$ cat src/rtl/alu_pkg.sv
// Shared definitions for the ALU sharing arbiter: opcode encodings and FSM states.
// Opcodes are documented here for requesters; the arbiter itself never decodes them.
package alu_pkg;

  localparam logic [2:0] ALU_ADD = 3'b000;
  localparam logic [2:0] ALU_SUB = 3'b001;
  localparam logic [2:0] ALU_AND = 3'b010;
  localparam logic [2:0] ALU_OR  = 3'b011;
  localparam logic [2:0] ALU_GT  = 3'b100;

  typedef enum logic [1:0] {
    IDLE = 2'd0,
    EXEC = 2'd1,
    RESP = 2'd2
  } arb_state_t;

  // Wrap-around increment of a requester index within [lo, n-1].
  function automatic int next_index(input int idx, input int n, input int lo);
    return (idx >= n - 1) ? lo : idx + 1;
  endfunction

endpackage

$ cat src/rtl/alu_share_arbiter_rr_pick.sv
// Combinational round-robin selector: first valid bit at or after the pointer,
// wrapping around, reported as a one-hot grant plus its index.
module rr_pick #(
  parameter int N  = 4,
  parameter int IW = $clog2(N)
) (
  input  logic [N-1:0]  valid_i,
  input  logic [IW-1:0] ptr_i,
  output logic [N-1:0]  grant_o,
  output logic [IW-1:0] idx_o,
  output logic          any_o
);

  int   j;
  logic found;

  // NOTE: every output gets a default before the loop so no latch is inferred.
  always_comb begin
    grant_o = '0;
    idx_o   = '0;
    found   = 1'b0;
    j       = 0;
    for (int k = 0; k < N; k++) begin
      j = int'(ptr_i) + k;
      if (j >= N) j = j - N;
      if (!found && valid_i[j]) begin
        found      = 1'b1;
        grant_o[j] = 1'b1;
        idx_o      = IW'(j);
      end
    end
    any_o = found;
  end

endmodule

$ cat src/rtl/alu_share_arbiter.sv
// Round-robin sharing of one combinational ALU among NREQ valid/ready requesters.
// Optional build macro ALU_ARB_PRIO_EN: requester 0 gets fixed top priority.
module alu_share_arbiter
  import alu_pkg::*;
#(
  parameter int NREQ  = 4,
  parameter int WIDTH = 32,
  parameter int IDW   = $clog2(NREQ)
) (
  input  logic                  clk,
  input  logic                  rst,
  input  logic [NREQ-1:0]       req_valid,
  output logic [NREQ-1:0]       req_ready,
  input  logic [NREQ*3-1:0]     req_op,
  input  logic [NREQ*WIDTH-1:0] req_a,
  input  logic [NREQ*WIDTH-1:0] req_b,
  output logic                  rsp_valid,
  input  logic                  rsp_ready,
  output logic [IDW-1:0]        rsp_id,
  output logic [WIDTH-1:0]      rsp_result,
  output logic                  rsp_zero,
  output logic                  rsp_lt,
  output logic                  rsp_gt,
  output logic [WIDTH-1:0]      alu_data1,
  output logic [WIDTH-1:0]      alu_data2,
  output logic [2:0]            alu_op,
  input  logic [WIDTH-1:0]      alu_result,
  input  logic                  alu_zero,
  input  logic                  alu_lt,
  input  logic                  alu_gt
);

`ifdef ALU_ARB_PRIO_EN
  localparam int RR_LO = 1;
`else
  localparam int RR_LO = 0;
`endif
  localparam logic [IDW-1:0] PTR_RESET = IDW'(RR_LO);

  arb_state_t        state_q, state_d;
  logic [IDW-1:0]    rr_ptr_q, rr_ptr_d;
  logic [IDW-1:0]    id_q;
  logic [2:0]        op_q;
  logic [WIDTH-1:0]  a_q, b_q;
  logic [IDW-1:0]    rsp_id_q;
  logic [WIDTH-1:0]  rsp_result_q;
  logic              rsp_zero_q, rsp_lt_q, rsp_gt_q;

  logic [NREQ-1:0]   pick_valid, pick_grant;
  logic [IDW-1:0]    pick_idx;
  logic              pick_any;
  logic [NREQ-1:0]   win_grant;
  logic [IDW-1:0]    win_idx;
  logic              win_any;
  logic              accept;

  rr_pick #(
    .N  (NREQ),
    .IW (IDW)
  ) u_rr_pick (
    .valid_i (pick_valid),
    .ptr_i   (rr_ptr_q),
    .grant_o (pick_grant),
    .idx_o   (pick_idx),
    .any_o   (pick_any)
  );

  // Winner selection; with priority enabled requester 0 bypasses the rotation.
  always_comb begin
    pick_valid = req_valid;
    win_grant  = pick_grant;
    win_idx    = pick_idx;
    win_any    = pick_any;
`ifdef ALU_ARB_PRIO_EN
    pick_valid[0] = 1'b0;
    if (req_valid[0]) begin
      win_grant = NREQ'(1);
      win_idx   = '0;
      win_any   = 1'b1;
    end
`endif
  end

  assign accept   = (state_q == IDLE) && !rst && win_any;
  assign rr_ptr_d = IDW'(next_index(int'(id_q), NREQ, RR_LO));

  // State register.
  // NOTE: sequential state uses non-blocking assignments so every register
  // samples pre-edge values regardless of statement order.
  always_ff @(posedge clk) begin
    if (rst) begin
      state_q <= IDLE;
    end else begin
      state_q <= state_d;
    end
  end

  // Next-state logic.
  always_comb begin
    state_d = state_q;
    unique case (state_q)
      IDLE:    if (win_any) state_d = EXEC;
      EXEC:    state_d = RESP;
      RESP:    if (rsp_ready) state_d = IDLE;
      default: state_d = IDLE;
    endcase
  end

  // Output decode; req_ready is suppressed while reset is asserted.
  always_comb begin
    req_ready = '0;
    rsp_valid = 1'b0;
    unique case (state_q)
      IDLE:    req_ready = rst ? '0 : win_grant;
      RESP:    rsp_valid = 1'b1;
      default: ;
    endcase
  end

  // Operand, pointer and response registers.
  always_ff @(posedge clk) begin
    if (rst) begin
      rr_ptr_q     <= PTR_RESET;
      id_q         <= '0;
      op_q         <= ALU_ADD;
      a_q          <= '0;
      b_q          <= '0;
      rsp_id_q     <= '0;
      rsp_result_q <= '0;
      rsp_zero_q   <= 1'b0;
      rsp_lt_q     <= 1'b0;
      rsp_gt_q     <= 1'b0;
    end else begin
      if (accept) begin
        id_q <= win_idx;
        op_q <= req_op[int'(win_idx)*3 +: 3];
        a_q  <= req_a[int'(win_idx)*WIDTH +: WIDTH];
        b_q  <= req_b[int'(win_idx)*WIDTH +: WIDTH];
      end
      if (state_q == EXEC) begin
        rsp_id_q     <= id_q;
        rsp_result_q <= alu_result;
        rsp_zero_q   <= alu_zero;
        rsp_lt_q     <= alu_lt;
        rsp_gt_q     <= alu_gt;
      end
      if (state_q == RESP && rsp_ready) begin
        rr_ptr_q <= rr_ptr_d;
      end
    end
  end

  // ALU inputs always reflect the last latched operands, so they never toggle in IDLE/RESP.
  assign alu_op     = op_q;
  assign alu_data1  = a_q;
  assign alu_data2  = b_q;
  assign rsp_id     = rsp_id_q;
  assign rsp_result = rsp_result_q;
  assign rsp_zero   = rsp_zero_q;
  assign rsp_lt     = rsp_lt_q;
  assign rsp_gt     = rsp_gt_q;

endmodule

$ cat config.mk
export PLATFORM = sky130hd
export DESIGN_NAME = alu_share_arbiter
export DESIGN_NICKNAME = d
export VERILOG_FILES = /design/src/rtl/alu_pkg.sv /design/src/rtl/alu_share_arbiter_rr_pick.sv /design/src/rtl/alu_share_arbiter.sv
export SDC_FILE = /design/constraint.sdc
export NUM_CORES = 1
export LEC_CHECK = 0
export CORE_AREA = 2 2 163 165
export CTS_BUF_LIST = sky130_fd_sc_hd__clkbuf_8
export DETAILED_ROUTE_END_ITERATION = 8
export DIE_AREA = 0 0 165 167
export GPL_ROUTABILITY_DRIVEN = 1
export HOLD_SLACK_MARGIN = 0.15
export MAX_ROUTING_LAYER = met4
export PLACE_DENSITY = 0.59
export SYNTH_ARGS = -nofsm -noshare
export SYNTH_HDL_FRONTEND = slang
export SYNTH_SLANG_ARGS = --single-unit
$ cat constraint.sdc
create_clock -name clk -period 3.4 [get_ports clk]
set_clock_uncertainty 0.15 [all_clocks]
set_input_delay 1.02 -clock clk [delete_from_list [all_inputs] [get_ports clk]]
set_output_delay 1.02 -clock clk [all_outputs]
set_load 0.1 [all_outputs]
; Word level (Yosys, flattened, before mapping)
; Index checks and enable logic that the tools add are counted.
[word_totals]
input_bits = 310
wordCells = 102
ff_bits = 110
output_inout_bits = 109
[classes]
n_lt_le_gt_ge = 13
eq_ne = 4
n_reduce_logical = 16
shift = 3
n_bitwise = 3
mux = 43
addsub = 8
multipliers = 1
[op_table]
columns = cell, count
row1 = 128-bit by 8-bit indexed part select with 32-bit output, 2
row2 = "32-bit by 1-bit >= comparator with 1-bit output, second input constant", 4
row3 = "32-bit by 4-bit < comparator with 1-bit output, second input constant", 4
row4 = 32-bit two-way mux, 4
row5 = "32-bit by 4-bit >= comparator with 1-bit output, second input constant", 3
row6 = "32-bit by 4-bit subtractor with 32-bit output, second input constant", 3
row7 = 4-bit two-way mux, 6
row8 = 1-bit two-way mux, 17
row9 = 2-bit two-way mux, 7
row10 = 4-bit bitwise OR, 3
row11 = 12-bit by 5-bit indexed part select with 3-bit output, 1
row12 = 1-bit logical AND, 10
row13 = 1-bit binary-select mux with 2-bit select, 4
row14 = 1-bit demux with 2-bit select, 4
row15 = "2-bit by 2-bit adder with 3-bit output, second input constant", 2
row16 = 2-bit case mux with 3 select lines, 1
row17 = 1-bit logical NOT, 4
row18 = "2-bit by 2-bit multiplier with 4-bit output, second input constant", 1
row19 = "2-bit != test, second input constant", 2
row20 = "2-bit by 3-bit subtractor with 4-bit output, second input constant", 1
row21 = "2-bit by 1-bit adder with 3-bit output, second input constant", 1
row22 = "2-bit by 3-bit >= comparator with 1-bit output, second input constant", 1
row23 = "2-bit by 1-bit adder with 2-bit output, second input constant", 1
row24 = "2-bit by 1-bit == test with 1-bit output, second input constant", 1
row25 = other kinds (4), 4

; Depth between registers and ports, before layout
; Gate-level depths: netlist of the first run.
[depth]
depth_word = 17
ltp_mapped = 13
mapped_depth_nobuf = 8

; Modules after synthesis
; From an unflattened synthesis of the first run, not the netlist that was laid out.
[hier_totals]
cells_unflattened = 610
area_unflattened_um2 = 6070.8
[modules_own_cells]
columns = mod, seq_area_each_um2, cells_each, area_per_inst_um2, n_inst
row1 = alu_share_arbiter, 2202.1, 562, 5610.4, 1
row2 = rr_pick, 0.0, 48, 460.4, 1

; Worst setup path before layout of the first run
; No wires, ideal clock.
[synth_path]
path_type = register to output
startpoint = register rr_ptr_q[1]
endpoint = output port req_ready[0]
path_stages_with_launch = 10
n_path_buf = 1
required_ns = 2.230
path_slack_ns = -1.120
arrival_ns = 3.350
path_cell_list = dfxtp_1 > buf_2 > inv_1 > ha_1 > mux4_2 > nor2b_1 > a22oi_1 > nor2_1 > a221oi_1 > nor2_1
[synth_via]
elab_chain_cells = 17
elab_cells_between_ends = 65
classes_between = add/sub: 7 / order compare: 12 / mux: 33 / bitwise: 3 / reduce/logical: 10
[synth_rtl]
columns = item, line
row1 = "start, declared", alu_share_arbiter.sv:41  ; logic [IDW-1:0] rr_ptr_q, rr_ptr_d;
row2 = "start signal, assigned", alu_share_arbiter.sv:148  ; rr_ptr_q <= rr_ptr_d;
row3 = branches (longest 14 deep; another with 32-bit by 4-bit subtractor with 32-bit output), -
row4 = 4-bit two-way mux *, alu_share_arbiter_rr_pick.sv:26  ; if (!found && valid_i[j]) begin
row5 = 4-bit two-way mux *, alu_share_arbiter.sv:114  ; IDLE: req_ready = rst ? '0 : win_grant;
row6 = 4-bit two-way mux *, alu_share_arbiter.sv:113  ; unique case (state_q)
row7 = "end, declared", alu_share_arbiter.sv:13  ; output logic [NREQ-1:0] req_ready,
; Mark *: on every way between the ends. The select of a mux whose other input is x is not followed.

; Worst setup path in the final report of the first run
[layout_path]
startpoint = input port req_valid[3]
endpoint = output port req_ready[3]
[layout_via]
elab_chain_cells = 15
elab_cells_between_ends = 30
classes_between = mux: 21 / bitwise: 3 / reduce/logical: 6
[layout_rtl]
columns = item, line
row1 = "start, declared", alu_share_arbiter.sv:12  ; input logic [NREQ-1:0] req_valid,
row2 = 1-bit binary-select mux with 2-bit select, alu_share_arbiter_rr_pick.sv:26
row3 = 1-bit two-way mux (not written as such) (2 in a row), alu_share_arbiter_rr_pick.sv:26
row4 = 1-bit two-way mux, alu_share_arbiter_rr_pick.sv:26
row5 = 1-bit logical NOT, alu_share_arbiter_rr_pick.sv:26
row6 = 1-bit logical AND, alu_share_arbiter_rr_pick.sv:26
row7 = 1-bit two-way mux, alu_share_arbiter_rr_pick.sv:26
row8 = 1-bit logical NOT, alu_share_arbiter_rr_pick.sv:26
row9 = 1-bit logical AND, alu_share_arbiter_rr_pick.sv:26
row10 = 1-bit two-way mux, alu_share_arbiter_rr_pick.sv:26
row11 = 1-bit logical NOT, alu_share_arbiter_rr_pick.sv:26
row12 = 1-bit logical AND, alu_share_arbiter_rr_pick.sv:26
row13 = 4-bit two-way mux *, alu_share_arbiter_rr_pick.sv:26
row14 = 4-bit two-way mux *, alu_share_arbiter.sv:114
row15 = 4-bit two-way mux *, alu_share_arbiter.sv:113
; Every way passes the cells marked *; elsewhere a longest branch is shown, timed or not. The select of a mux whose other input is x is not followed.

==> impl_metrics.ini, run 1 <==
[synth]
ys_warn_count = 0
netlist_area_um2 = 5870
synth.avg_cell_area_um2 = 8.11
syn_inst = 724
synth_seq_cells = 110
synth_edf_count = 0
ys_async_sr_fraction = 0
syn_nets = 1039
yosysSeqAreaShare = 0.375
ys.flop_type = dfxtp_1
yosysUniqueCellTypes = 48

[routing]
viasPerCell = 4.90
drtPass1Iterations = 4
drtIter0Drc = 438
vias = 7239
ant_nets = 0
wire_per_inst_um = 18.9
drt-total-wl_um = 27900
drc = 0

[clock_tree]
cts_tree = built
ctsHoldBuffers = 0
max-clock-path-buffers = 2
cts-root-buf = clkbuf_8
clock_latency_ns = 0.39
numCtsBuffers = 9
clk_pin_slew_ns = 0.10
cts_sinks = 110
htreeDepth = 3

[worst_setup_path]
worstSetupPathType = in2out
cp-start-kind = input port
crit-reg2reg-launch = rr_ptr_q[1]
endpoint = req_ready[3]
crit_path_max_fanout = 5
critPathArrivalTime_ns = 2.51
rrSetupSlack_ns = 0.43
crit_start = req_valid[3]
reg2reg_depth = 11
required_ns = 2.23
cp-end-kind = primary output
r2r-end = alu_data1[20]

[power]
p_per_area_nw_per_um2 = 487
ir_worst_vdd_mv = 0.306
p_leak_nw = 4.11
finalPower_mw = 5.25

[die]
row_count = 59
die_w_um = 165
initial_utilization = 0.228
io_pins = 419
dieHeight_um = 167
dieArea_um2 = 27600
core_um2 = 25800

[timing]
period_needed_ns = 3.68
finalSetupViolations = 4
rsz0062_at_grt = yes
fin_ws_ns = -0.279
max_freq_ghz = 0.272
hold_viol_final = 0
slew_violations = 0
worstMarginPinSlew_ns = 0.603
max-slew-margin-rel = 0.597
finalCritPeriodShare = 1.08

[final_layout]
drive_gt1_frac = 0.192
layout.nets = 1448
multi_input_area_um2 = 3400
fillers = 2634
area_delta_synth_final_pct = 83.4
regArea_um2 = 2200

[place]
dpl.hpwl_um = 21000
port_buffers = 418
gpl.final_weighted_congestion = 0.871
post-place-ws_ns = -0.735

[grt]
busiest_layer = met2
grtUsageMet1 = 0.227
grt_pass1_vias = 7101
met2_usage = 0.343
grt_max_degree = 56
grt_util_met3 = 0.0605
antenna_found_initial = 4
grt_overflow_total = 0
grt_usage = 0.199
grt_pass1_wl_um = 41100

[hold_path]
min_path_type = reg2reg

[run_status]
run_status = finished, violations left
violations = setup timing

[job]
drv_cap = 0
worst min-delay path by stage:
stage / startpoint / endpoint / slack [ns] / cells past startpoint
6_report: rsp_result[25] / rsp_result[25] / 0.31 / 2
5_1_grt: rsp_result[0] / rsp_result[0] / 0.33 / 2
4_1_cts: rsp_result[22] / rsp_result[22] / 0.31 / 2
3_5_place_dp: rsp_result[12] / rsp_result[12] / 0.30 / 2
3_3_place_gp: rsp_result[12] / rsp_result[12] / 0.29 / 2
2_1_floorplan: id_q[1] / rsp_id[1] / 0.30 / 2
critical path, cell delays in order:
cell and delay, ns:
buf_2 0.11, mux4_2 0.46, nor2b_4 0.16, a22oi_1 0.16, nor2_1 0.08, a221oi_2 0.27
nor2_4 0.08, buf_12 0.17
per-layer routing:
layer  part of all wire  vias to the layer above
met2               0.50                      299
li1                   -                     3532
met3              0.090                       22
met1               0.40                     3386
met4              0.011                        0
met5                  0                        -
power by group:
group / switching [mW] / internal (mW) / total (mW)
logic: 1.99 / 0.883 / 2.88
clock network: 0.506 / 0.271 / 0.777
registers: 0.115 / 1.48 / 1.59
total: 2.61 / 2.63 / 5.25
final cells by class:
class,instances,area share
Antenna cell,4,0.000929
Timing Repair Buffer,473,0.422
Multi-Input combinational cell,535,0.315
Tap cell,335,0.0389
Clock buffer,9,0.0115
Inverter,4,0.00174
Clock inverter,6,0.00442
Sequential cell,110,0.205
what timing repair did:
item	CTS	global route
setup buffers	2	1
pin swaps	5	3
gates resized for setup	27	0
setup endpoints to repair	4	4
cells in the final DEF, fill, tap and decap left out, types with 4 or more instances in the layout:
cell type	n
clkbuf_8	9
dfxtp_1	108
buf_4	146
nand2b_1	4
and2_1	15
a22oi_1	4
a32oi_1	50
nor2_1	11
o211ai_1	4
diode_2	4
nand3_1	95
nor2_4	5
buf_12	18
mux2_2	4
nand2_1	132
a211oi_1	15
nand4_1	47
a21oi_1	57
ha_1	4
mux2i_1	29
a311oi_1	15
clkdlybuf4s50_1	305
a221oi_2	4
synth_stat cells (2+ instances only):
cell | instances | area share
mux4_2 | 2 | 0.0077
buf_6 | 5 | 0.0096
nand2b_1 | 4 | 0.0043
nand2_1 | 132 | 0.084
dfxtp_1 | 110 | 0.38
inv_1 | 4 | 0.0026
o21ai_0 | 3 | 0.0026
o211ai_1 | 4 | 0.0051
nand4_1 | 47 | 0.050
a211oi_1 | 15 | 0.019
nor2_1 | 16 | 0.010
nor2b_1 | 5 | 0.0053
buf_1 | 2 | 0.0013
o22ai_1 | 2 | 0.0021
nand3_1 | 95 | 0.081
mux2_2 | 4 | 0.0077
buf_2 | 20 | 0.017
a32oi_1 | 50 | 0.075
and2_1 | 15 | 0.016
nor3_1 | 2 | 0.0017
a21oi_1 | 57 | 0.049
a311oi_1 | 15 | 0.022
a22oi_1 | 5 | 0.0064
mux2_1 | 2 | 0.0038
clkbuf_1 | 38 | 0.024
a221oi_1 | 5 | 0.0075
ha_1 | 5 | 0.011
or4_1 | 2 | 0.0026
mux2i_1 | 30 | 0.051
buf_4 | 10 | 0.013
kinds of logic (layout without fill, tap and decap cells):
group | after synthesis | after routing | synth area share
compound gates | 169 | 169 | 0.213
fa+ha+maj | 5 | 5 | 0.0107
buf+inv | 79 | 492 | 0.0676
flops | 110 | 110 | 0.375
mux | 38 | 38 | 0.0703
other cells | 0 | 4 | 0
simple gates | 323 | 323 | 0.263
state kept, by name, indices dropped and copies added, names as in the netlist:
| register | cells |
|---|---|
| rr_ptr_q | 2 |
| alu_data1 | 32 |
| rsp_id | 2 |
| alu_data2 | 32 |
| rsp_result | 32 |
| rsp_zero | 1 |
| alu_op | 3 |
| state_q | 2 |
| rsp_gt | 1 |
| id_q | 2 |
| rsp_lt | 1 |
stage by stage:
stage	instance area (um^2)	util	hold slack, ns	TNS, ns	cells
CTS	10800	0.417	0.314	-1.02	1471
global placement	10500	0.409	0.294	-22.41	1454
finish	10800	0.418	0.310	-1.00	1476
global route	10800	0.418	0.327	-1.42	1476
detailed placement	10500	0.409	0.299	-23.45	1454
floorplan	5940	-	0.299	-1.05	724
(Power assumes the default switching activity.)
==> inputs of run 2 (changes only) <==
--- a/config.mk
+++ b/config.mk
@@ -16,3 +16,4 @@
 export SYNTH_ARGS = -nofsm -noshare
 export SYNTH_HDL_FRONTEND = slang
 export SYNTH_SLANG_ARGS = --single-unit
+export TNS_END_PERCENT = 5
==> run 2 against run 1 <==
Compared with the run above: the run still ends with setup timing left; largest power group unchanged; global-route usage is 0.082 points lower; via count grew 2.1%; largest cell class unchanged; combinational power is 1% higher; critical endpoint unchanged.
==> impl_metrics.ini, run 2 (synthesized netlist as in run 1, its figures left out) <==
[hold_path]
hold_start = rsp_result[25]
hold_depth = 2
min_path_type = reg2reg

[timing]
hold_viol_final = 0
period_needed_ns = 3.69
finalSetupViolations = 4
finalCritPeriodShare = 1.09
max_freq_ghz = 0.271
slew_violations = 0
rsz0062_at_grt = yes
worstMarginPinSlew_ns = 0.693
fin_ws_ns = -0.295
max-slew-margin-rel = 0.537

[routing]
drc = 0
drtIter0Drc = 437
vias = 7391
viasPerCell = 4.96
drtPass1Iterations = 5
ant_nets = 0
wire_per_inst_um = 18.6
drt-total-wl_um = 27700

[die]
io_pins = 419
die_w_um = 165
row_count = 59
core_um2 = 25800
dieArea_um2 = 27600
initial_utilization = 0.228
dieHeight_um = 167

[final_layout]
mostFrequentLayoutCells = clkdlybuf4s50_1 (305), buf_4 (158), nand2_1 (132)
drive_gt1_frac = 0.206
final_common_cell = clkdlybuf4s50_1
area_delta_synth_final_pct = 86.9
layout.nets = 1463

[grt]
antenna_found_initial = 2
grt_overflow_total = 0
grt_pass1_wl_um = 41100
grt_pass1_vias = 7358
grt_usage = 0.198
grt_max_degree = 55

[clock_tree]
clk_pin_slew_ns = 0.10
ctsHoldBuffers = 0
cts-root-buf = clkbuf_8
max-clock-path-buffers = 2
cts_tree = built
numCtsBuffers = 9
clock_latency_ns = 0.38
cts_sinks = 110
htreeDepth = 3

[worst_setup_path]
cp-end-kind = primary output
reg2reg_depth = 9
crit-reg2reg-launch = rr_ptr_q[1]
max_stage_delay_ns = 0.59
cp-start-kind = input port
crit_chain = buf_6, mux4_2, nor2b_4, a22oi_2, nor2_2, a221oi_2, nor2_4, buf_12
required_ns = 2.23
worstSetupPathType = in2out
critPathArrivalTime_ns = 2.52
crit_path_max_fanout = 6
slowest_stage = mux4_2
crit_start = req_valid[2]

[power]
p_seq_frac = 0.296
power.switching_mw = 2.62
power_frac_clock = 0.162
comb_power_share = 0.542
ir_worst_vdd_mv = 0.279
p_per_area_nw_per_um2 = 490
switching_share = 0.487
p_leak_nw = 4.22
internal-power_mw = 2.76
finalPower_mw = 5.38

[run_status]
run_status = finished, violations left
violations = setup timing

[place]
dpl.hpwl_um = 21200
port_buffers = 418
gpl.final_weighted_congestion = 0.883
post-place-ws_ns = -0.742

[job]
drv_cap = 0
==> run 2: changes by cell type in the layout (fill, tap and decap cells not counted), sizes merged <==
cell      previous run  this run
clkinvlp             1         0
diode                4         2
clkbuf               9        10
bufinv               0         1
buf                168       183
==> run 2: critical path, delay by kind of cell <==
family	cells	cell delay (ns)
multiplexers	1	0.59
AND/OR/NAND/NOR	3	0.49
buffers and inverters	2	0.28
AO/OA/AOI/OAI	2	0.14
==> run 2: power by group through the flow <==
stage / logic, mW / registers, mW / clock network, mW
3_3_place_gp: 2.91 / 1.61 / 0
3_5_place_dp: 2.92 / 1.62 / 0
5_1_grt: 3.04 / 1.62 / 0.962
2_1_floorplan: 0.589 / 2.93 / 0
6_report: 2.92 / 1.59 / 0.871
4_1_cts: 2.93 / 1.59 / 0.924
==> run 2: metal layers <==
metal / part of all wire / track usage / wire length, um / vias to the layer above
li1: - / - / - / 3564
met2: 0.49 / 0.336 / 13600 / 321
met4: 0.017 / 0.0544 / 466 / 0
met1: 0.41 / 0.232 / 11500 / 3478
met3: 0.079 / 0.0481 / 2190 / 28
met5: 0 / - / 0 / -
==> run 2: path summary, 6_finish.rpt <==
check / slack [ns] / endpoint
min: 0.31 / rsp_result[25]
max: -0.29 / req_ready[3]
min reg2reg: 0.31 / rsp_result[25]
max reg2reg: 0.52 / alu_data2[16]
==> run 2: stage by stage <==
stage	hold slack [ns]	cells	instance area (um^2)	TNS [ns]	utilization
finish	0.309	1490	11000	-1.08	0.426
global route	0.328	1490	11000	-1.41	0.426
CTS	0.313	1486	10900	-0.961	0.425
detailed placement	0.298	1468	10700	-21.32	0.415
global placement	0.294	1468	10700	-21.39	0.415
floorplan	0.299	724	5940	-1.05	-
==> run 2: layout make-up <==
cell class	instances	area, um^2
inverters	4	17.5
repair buffers	488	4710
clock inverters	6	70.1
well taps	335	419
multi-input cells	535	3410
clock buffers	10	138
flip-flops and latches	110	2200
diodes	2	5.00
fillers	2625	14800
==> run 2: what timing repair did <==
item / 4_1_cts / 5_1_grt
pin swaps: 8 / 3
endpoints found under the hold margin: 0 / 0
endpoints found under the setup margin: 4 / 4
buffers inserted: 2 / 2
gates resized for setup: 31 / 5
==> variant (flow settings as in run 2) <==
Make the reset (`rst`) asynchronous in 2 clocked blocks.
--- a/src/rtl/alu_share_arbiter.sv
+++ b/src/rtl/alu_share_arbiter.sv
@@ -87,7 +87,7 @@
   // State register.
   // NOTE: sequential state uses non-blocking assignments so every register
   // samples pre-edge values regardless of statement order.
-  always_ff @(posedge clk) begin
+  always_ff @(posedge clk or posedge rst) begin
     if (rst) begin
       state_q <= IDLE;
     end else begin
@@ -118,7 +118,7 @@
   end
 
   // Operand, pointer and response registers.
-  always_ff @(posedge clk) begin
+  always_ff @(posedge clk or posedge rst) begin
     if (rst) begin
       rr_ptr_q     <= PTR_RESET;
       id_q         <= '0;
Function: differs if rst is asserted again (counterexample within 4 cycles, from zero or initial values and one cycle with rst high); with rst held inactive, the same outputs for 4 cycles.
==> variant against run 2 <==
- the run still ends with negative setup slack left
- wire length up 28%
- area after synthesis up 39%
- design area up 22%
- setup slack worse by 0.044 ns
- via count up 28%
- register-to-register slack worse by 0.38 ns
- clock power up 7.1%
- sequential power up 48%
- total power rose to 3.0 times the old value
- sequential cell count unchanged
- combinational power rose to 4.4 times the old value
- non-clock buffer count up 23
- core utilization up 9.4 points
- critical path type is now flop to primary output
- largest power group unchanged
==> variant: results (changes against run 2) <==
| Metric | Value |
|---|---|
| Wl on met1 | 14800 um (was 11500 um) |
| Worst setup margin | -0.339 ns (was -0.295 ns) |
| GR Layer Usage met3 | 0.0394 (was 0.0481) |
| Worst-Skew Late Latency | 0.42 ns (was 0.38 ns) |
| Met1 global-route usage | 0.326 (was 0.232) |
| Post-Synth Adder-Cell Area | 0.00765 (was 0.0107) |
| Layout net count | 1693 (was 1463) |
| Post-synth ARST share | 1.00 (was 0) |
| First-pass GRT wire length | 53300 um (was 41100 um) |
| GPL Wtd Cong | 0.841 (was 0.883) |
| R2r setup slk | 0.14 ns (was 0.52 ns) |
| Dpl cell area | 13100 um^2 (was 10700 um^2) |
| R2R Path End | alu_data1[3]$_DFFE_PP0P_ (was alu_data2[16]$_SDFFE_PP0P_) |
| Initial antenna violation count | 1 (was 2) |
| List of most frequent post-synthesis cells | 110 x dfrtp_1, 108 x nand2_1, 86 x nor2_1 (was 132 x nand2_1, 110 x dfxtp_1, 95 x nand3_1) |
| WL/cell | 20.7 um (was 18.6 um) |
| Synthesized area | 8180 um^2 (was 5870 um^2) |
| Total Routing Usage GR | 0.257 (was 0.198) |
| Worst reg-to-reg path cell count | 13 (was 9) |
| Fin Setup TNS | -1.31 ns (was -1.08 ns) |
| Worst path max stage delay | 0.61 ns (was 0.59 ns) |
| Setup Viol. Count Final | 4 (unchanged) |
| Arr. time, crit path | 2.57 ns (was 2.52 ns) |
| Setup slack at placement | -0.778 ns (was -0.742 ns) |
| Synth cell types | 51 (was 48) |
| Max-slew headroom | 0.344 (was 0.537) |
| Reg2reg start | rr_ptr_q[0]$_DFFE_PP0P_ (was rr_ptr_q[1]$_SDFFE_PP0P_) |
| Ys flop type | dfrtp_1 (was dfxtp_1) |
| Post-synthesis mux area share | 0.155 (was 0.0703) |
| Largest net degree at the start of global routing | 67 (was 55) |
| Failing checks | negative setup slack (unchanged) |
| Status | finished, violations left (unchanged) |
| Lkg Pwr | 5.38 nW (was 4.22 nW) |
| Worst hold start | state_q[1]$_DFFE_PP0P_ (was rsp_result[25]$_SDFFE_PP0N_) |
| Sequential share of the synthesized area | 0.336 (was 0.375) |
| Synth Area in Compound Gates | 0.246 (was 0.213) |
| Post-DP HPWL | 25600 um (was 21200 um) |
variant: changes by cell type in the layout (fill, tap and decap cells not counted), sizes merged, moves of 21 or more:
cell,change
mux2,+64
o221a,+31
and2,+21
buf,+23
a22o,+30
a2111oi,+36
dfrtp,+110
nand3,-23
nor2,+73
dfxtp,-110
a211oi,+22
nand2,-24
a32oi,-48
a31oi,+30
variant: area by class of cell:
| class | instances | area (um^2) |
|---|---|---|
| tap | 335 | 419 |
| antenna | 1 | 2.50 |
| sequential | 110 | 2760 |
| clock inverter | 7 | 101 |
| timing repair buffer | 511 | 4830 |
| multi-input combinational | 741 | 5140 |
| clock buffer | 9 | 124 |
| inverter | 5 | 22.5 |
| fill | 2424 | 12400 |
variant: worst max path at each step:
stage                            start      endpoint  slack [ns]  depth (start not counted)
2_1_floorplan             req_valid[2]  req_ready[0]       -0.49                          8
3_3_place_gp              req_valid[0]  req_ready[0]       -0.73                          9
3_5_place_dp              req_valid[0]  req_ready[0]       -0.78                          9
4_1_cts        rr_ptr_q[0]$_DFFE_PP0P_  req_ready[0]       -0.35                          8
5_1_grt        rr_ptr_q[0]$_DFFE_PP0P_  req_ready[3]       -0.44                          9
6_report       rr_ptr_q[0]$_DFFE_PP0P_  req_ready[3]       -0.34                          9
variant: through the flow:
stage	cells	total power [mW]
global placement	1702	15.0
floorplan	948	11.3
global route	1719	16.9
detailed placement	1702	15.1
CTS	1717	16.1
finish	1719	16.1
variant: repair_timing:
| action | in CTS | in global routing |
|---|---|---|
| pin swaps | 13 | 8 |
| setup buffers | 2 | 1 |
| endpoints found under the setup margin | 24 | 4 |
| cloned | 1 | 0 |
| gates resized for setup | 20 | 7 |
